$ cat config.mk
export PLATFORM = sky130hd
export DESIGN_NAME = multdiv_seq
export DESIGN_NICKNAME = d
export VERILOG_FILES = /design/src/rtl/multdiv_seq.sv
export SDC_FILE = /design/constraint.sdc
export NUM_CORES = 1
export LEC_CHECK = 0
export ABC_CLOCK_PERIOD_IN_PS = 3800
export CAP_MARGIN = 15
export CORE_ASPECT_RATIO = 0.8
export CORE_MARGIN = 2
export CORE_UTILIZATION = 35
export CTS_CLUSTER_SIZE = 28
export DETAILED_ROUTE_END_ITERATION = 6
export PLACE_DENSITY = 0.82
export SYNTH_ARGS = -nofsm -noshare
export SYNTH_HDL_FRONTEND = slang
export SYNTH_SLANG_ARGS = --single-unit
$ cat constraint.sdc
create_clock -name clock -period 3.8 [get_ports clock]
set_input_delay 0.76 -clock clock [delete_from_list [all_inputs] [get_ports clock]]
set_output_delay 0.76 -clock clock [all_outputs]
set_load 0.01 [all_outputs]
$ cat src/rtl/multdiv_seq.sv
// Sequencer between decode/execute and the shared multdiv unit: one op in flight,
// start pulse, result capture, valid/ready writeback. Optional watchdog: MULTDIV_TIMEOUT_EN.
module multdiv_seq #(
  parameter int DATA_W      = 32,
  parameter int TAG_W       = 5,
  parameter int TIMEOUT_CYC = 40
) (
  input  logic              clock,
  input  logic              reset_n,
  input  logic              flush,
  input  logic              req_valid,
  output logic              req_ready,
  input  logic              req_op,
  input  logic [DATA_W-1:0] req_a,
  input  logic [DATA_W-1:0] req_b,
  input  logic [TAG_W-1:0]  req_tag,
  output logic [DATA_W-1:0] md_a,
  output logic [DATA_W-1:0] md_b,
  output logic              md_ctrl_mult,
  output logic              md_ctrl_div,
  input  logic [DATA_W-1:0] md_result,
  input  logic              md_exception,
  input  logic              md_rdy,
  output logic              wb_valid,
  input  logic              wb_ready,
  output logic [DATA_W-1:0] wb_result,
  output logic              wb_exception,
  output logic [TAG_W-1:0]  wb_tag,
  output logic              stall,
  output logic [1:0]        dbg_state
);

  // Handshakes: a transfer happens on a rising edge where valid and ready are both
  // high; req_* and wb_* are held stable by their producer until that edge.
  typedef enum logic [1:0] {
    S_IDLE  = 2'd0,
    S_START = 2'd1,
    S_WAIT  = 2'd2,
    S_DONE  = 2'd3
  } state_t;

  state_t             state, state_nxt;
  logic               op_r;
  logic               first_wait;
  logic [TAG_W-1:0]   tag_r;
  logic               accept;
  logic               capture;
  logic               timeout;

  assign accept  = req_valid & req_ready & ~flush;
  // md_rdy in the first WAIT cycle belongs to the previous operation.
  assign capture = (state == S_WAIT) & ~first_wait & md_rdy & ~flush;

`ifdef MULTDIV_TIMEOUT_EN
  localparam int CNT_W = $clog2(TIMEOUT_CYC + 1);
  logic [CNT_W-1:0] wait_cnt;

  // wait_cnt holds the number of WAIT cycles already completed.
  assign timeout = (state == S_WAIT) & ~flush & ~capture &
                   (wait_cnt == CNT_W'(TIMEOUT_CYC - 1));

  always_ff @(posedge clock or negedge reset_n) begin
    if (!reset_n) begin
      wait_cnt <= '0;
    end else if (state == S_START) begin
      wait_cnt <= '0;
    end else if (state == S_WAIT) begin
      wait_cnt <= wait_cnt + CNT_W'(1);
    end
  end
`else
  logic unused_timeout_cfg;
  assign unused_timeout_cfg = (TIMEOUT_CYC != 0);
  assign timeout = 1'b0;
`endif

  always_comb begin
    state_nxt    = state;
    req_ready    = 1'b0;
    md_ctrl_mult = 1'b0;
    md_ctrl_div  = 1'b0;
    wb_valid     = 1'b0;
    stall        = (state != S_IDLE);
    if (flush) begin
      state_nxt = S_IDLE;
    end else begin
      case (state)
        S_IDLE:  if (req_valid) state_nxt = S_START;
        S_START: state_nxt = S_WAIT;
        S_WAIT:  if (capture || timeout) state_nxt = S_DONE;
        S_DONE:  if (wb_ready) state_nxt = req_valid ? S_START : S_IDLE;
        default: state_nxt = S_IDLE;
      endcase
    end
    case (state)
      S_IDLE:  req_ready = 1'b1;
      S_START: begin
        md_ctrl_mult = ~op_r;
        md_ctrl_div  = op_r;
      end
      S_DONE: begin
        wb_valid  = 1'b1;
        req_ready = wb_ready;
      end
      default: ;
    endcase
  end

  assign dbg_state = state;

  always_ff @(posedge clock or negedge reset_n) begin
    if (!reset_n) begin
      state      <= S_IDLE;
      first_wait <= 1'b0;
    end else begin
      state      <= state_nxt;
      first_wait <= (state == S_START) & ~flush;
    end
  end

  always_ff @(posedge clock or negedge reset_n) begin
    if (!reset_n) begin
      md_a         <= '0;
      md_b         <= '0;
      op_r         <= 1'b0;
      tag_r        <= '0;
      wb_result    <= '0;
      wb_exception <= 1'b0;
      wb_tag       <= '0;
    end else begin
      if (accept) begin
        md_a  <= req_a;
        md_b  <= req_b;
        op_r  <= req_op;
        tag_r <= req_tag;
      end
      if (capture) begin
        wb_result    <= md_result;
        wb_exception <= md_exception;
        wb_tag       <= tag_r;
      end else if (timeout) begin
        wb_result    <= '0;
        wb_exception <= 1'b1;
        wb_tag       <= tag_r;
      end
    end
  end

endmodule
==> out/qor_table.md <==
| Parameter | Reported | Unit |
|---|---|---|
| Clock tree from TritonCTS | yes | - |
| Setup Viol. Count Final | 0 | - |
| Worst hold-check slack | 0.445 | ns |
| Maximum level of the CTS H-tree | 3 | - |
| Number of setup buffers added after CTS | 0 | - |
| Kind of path behind the tightest hold check | input port to async pin | - |
| Seq pwr share | 37.0 | % |
| Initial antenna violation count | 0 | - |
| Overall via count from detail_route | 2921 | - |
| Post-place instance area | 6590 | sq um |
| Top-level port count | 218 | - |
| Combinational cell fraction of total power | 44.3 | % |
| Cell count after synthesis | 255 | - |
| Total wire length | 10.0 | mm |
| Max_slew headroom | 55.4 | % |
| Post-layout power | 5.62 | mW |
| Result of the run | finished, final reports clean | - |
| CTS buffer count | 9 | - |
| Netlist Area Pre-Place | 4290 | sq um |
| Number of nets with antenna violations after routing | 0 | - |
| Delay of the slowest critical-path stage | 0.48 | ns |
| WL/cell | 15.9 | microns |
| Unrepaired setup endpoints after global routing | no | - |
| Width of the die | 128 | microns |
| Post-layout utilization of the core | 57.4 | % |
| Sink count of the clock tree | 111 | - |
| Effective utilization at floorplan | 35.5 | % |
| Post-Synthesis Mean Instance Area | 16.8 | sq um |
| Total net switching power | 1.59 | mW |
| Number of synthesized register bits | 111 | - |
| Pre-antenna DRT Iters | 4 | - |
| Max-slew violation count | 0 | - |
| Layout overhead on the synthesized area | 61.4 | % |
| Clk pwr share | 18.7 | % |
| Share of layout cells above drive strength 1 | 25.7 | % |
| Clock latency on the worst-skew pair | 0.34 | ns |
| Top library cells by usage in the layout, fill and taps aside | 216 x sky130_fd_sc_hd__clkdlybuf4s50_1, 111 x sky130_fd_sc_hd__dfrtp_1, 102 x sky130_fd_sc_hd__mux2_2 | - |
| Cell chain of the critical path | clkdlybuf4s50_1 -> a21oi_1 -> nor2_1 -> clkdlybuf4s50_1 | - |
| Transition time at the pin with the least slew margin | 0.668 | ns |
| Die Area | 13200 | sq um |
| Share of synthesized area occupied by flip-flops and latches | 64.7 | % |
| Post-detail-place hpwl | 7.34 | mm |
| Final non-filler cell area | 6930 | sq um |
| Layout filler cell count | 970 | - |
| Synthesized Nets | 369 | - |
| Largest clock skew in the final design | 0.00387 | ns |
| Category of the critical setup timing path | input port to primary output | - |
| CTS max path bufs | 2 | - |
| # Max-Cap Violations | 0 | - |
| Sum Neg Setup Slack | 0 | ns |
| Layout Nets | 590 | - |
| Power density over the cells | 812 | nW/um^2 |
| Number of warning messages in the yosys log | 0 | - |
| Number of hold buffers added after cts | 0 | - |
| Number of buffer and inverter instances along the worst setup path | 2 | - |
| Worst supply voltage drop on vdd | 0.394 | mV |
| Share of total power consumed by net switching | 28.2 | % |
| Height of the die | 103 | microns |
| Worst Path Required | 3.04 | ns |
| Dominant delay contributor by cell family on the critical path | buffers and inverters | - |
| Worst Setup End Kind | primary output | - |
| Number of endpoints with negative hold slack in the final report | 0 | - |
| Clock edge transition at the registers on the reported setup and hold paths | 0.07 | ns |
| # diodes | 0 | - |
| I/O Buffers | 217 | - |
| Number of DRC violations after detailed routing | 0 | - |
| Highest net fanout along the worst path | 2 | - |
| Arrival time of the worst setup path | 2.03 | ns |
| Number of library cell types mapped by synthesis | 19 | - |
| Internal | 4.04 | mW |
| Leading cell type in the layout, fill and taps excluded | sky130_fd_sc_hd__clkdlybuf4s50_1 | - |
| Fraction of the cycle the final worst path needs | 73.5 | % |
| Peak Freq | 358 | MHz |
| Startpoint Class | input port | - |
| Floorplan row count | 36 | - |
| DR vias/cell | 4.63 | - |
| Worst path most repeated cell | sky130_fd_sc_hd__clkdlybuf4s50_1 | - |
| Quantity of gates resized following cts | 0 | - |
| Reported leakage power | 2.90 | nW |
| Min Tclk post-route | 2.79 | ns |
| Library cell contributing the largest single delay on the critical path | sky130_fd_sc_hd__clkdlybuf4s50_1 | - |
| Global-route wire length before repair | 15.4 | mm |
| Number of global-route vias before repair | 3042 | - |
| GRT Resource Usage Total | 15.2 | % |
| Leftover overflow at the end of global routing | 0 | - |
| Buffer cell driving the clock tree root | sky130_fd_sc_hd__clkbuf_16 | - |
| 1st-iter DRT viols | 47 | - |
| Routability-driven placement congestion ratio | 0.689 | - |
| Area of the multi-input gates | 1390 | sq um |
| Footprint of the flip-flops and latches | 2780 | sq um |
| CORE AREA | 12100 | sq um |
| Maximum number of pins on one net before global-route repair | 62 | - |
==> power by group through the flow <==
stage               clock, mW  sequential [mW]  combinational, mW
detailed placement          0             2.11               2.52
global route             1.14             2.16               2.66
finish                   1.05             2.08               2.49
global placement            0             2.08               2.46
floorplan                   0             2.34              0.800
CTS                      1.08             2.09               2.53
==> routing by layer <==
layer | track usage (%) | vias to the layer above | share of wire, %
met5 | 0 | - | 0
met4 | 5.33 | 0 | 1.4
met3 | 6.95 | 13 | 10
met2 | 24.8 | 138 | 48
met1 | 17.9 | 1438 | 41
li1 | - | 1332 | -
==> area by class of cell <==
type,count,area share [%]
clock buffers,10,3.45
repair buffers,221,31.9
flip-flops and latches,111,40.1
clock inverters,4,1.37
inverters,5,0.271
well taps,152,2.75
multi-input cells,128,20.1
==> stage by stage <==
stage	instances	setup slack, ns
6_report	631	1.01
5_1_grt	631	0.922
4_1_cts	631	1.00
3_5_place_dp	617	1.00
3_3_place_gp	617	1.01
2_1_floorplan	255	1.69
==> sequential cells by signal, summed over array words and instances, names as in the netlist <==
register / flops
dbg_state: 2
first_wait: 1
md_a: 32
md_b: 32
op_r: 1
tag_r: 5
wb_exception: 1
wb_result: 32
wb_tag: 5
==> kinds of logic after synthesis <==
kind of cell / synth area share [%]
flip-flops: 64.7
adder cells (fa/ha/maj): 1.46
multiplexers: 28.6
AND/OR/NAND/NOR: 1.63
buffers and inverters: 2.92
AO/OA/AOI/OAI: 0.671
==> synth_stat cells (all sizes together) <==
master	n	area share, %
nor2b	2	0.29
ha	5	1.5
nor2	3	0.26
mux2	108	28
inv	5	0.44
and2	1	0.15
buf	11	2.5
a21oi	2	0.23
mux2i	1	0.23
a311oi	1	0.20
dfrtp	111	65
nand3	1	0.12
nor4	1	0.50
nor3b	1	0.18
a222oi	1	0.23
nand2b	1	0.15
==> final timing paths <==
kind / startpoint / end / slack [ns] / cells after the start
min in group clock: md_b[10]$_DFFE_PN0P_ / md_b[10]$_DFFE_PN0P_ / 0.49 / 1
max reg2reg: dbg_state[0]$_DFFE_PN0P_ / md_b[25]$_DFFE_PN0P_ / 1.40 / 5
min: reset_n / md_b[28]$_DFFE_PN0P_ / 0.45 / 1
max: wb_ready / req_ready / 1.01 / 4
max in group asynchronous: reset_n / wb_result[7]$_DFFE_PN0P_ / 2.57 / 2
min reg2reg: md_b[10]$_DFFE_PN0P_ / md_b[10]$_DFFE_PN0P_ / 0.49 / 1
==> worst register-to-register path, delay by kind of cell, from the launching register on <==
kind,cells,cell delay [ns]
flops,1,0.45
fa+ha+maj,1,0.37
buf+inv,2,0.70
simple gates,1,0.31
mux,1,0.46
Note: power is estimated with default switching activity, not from simulation.
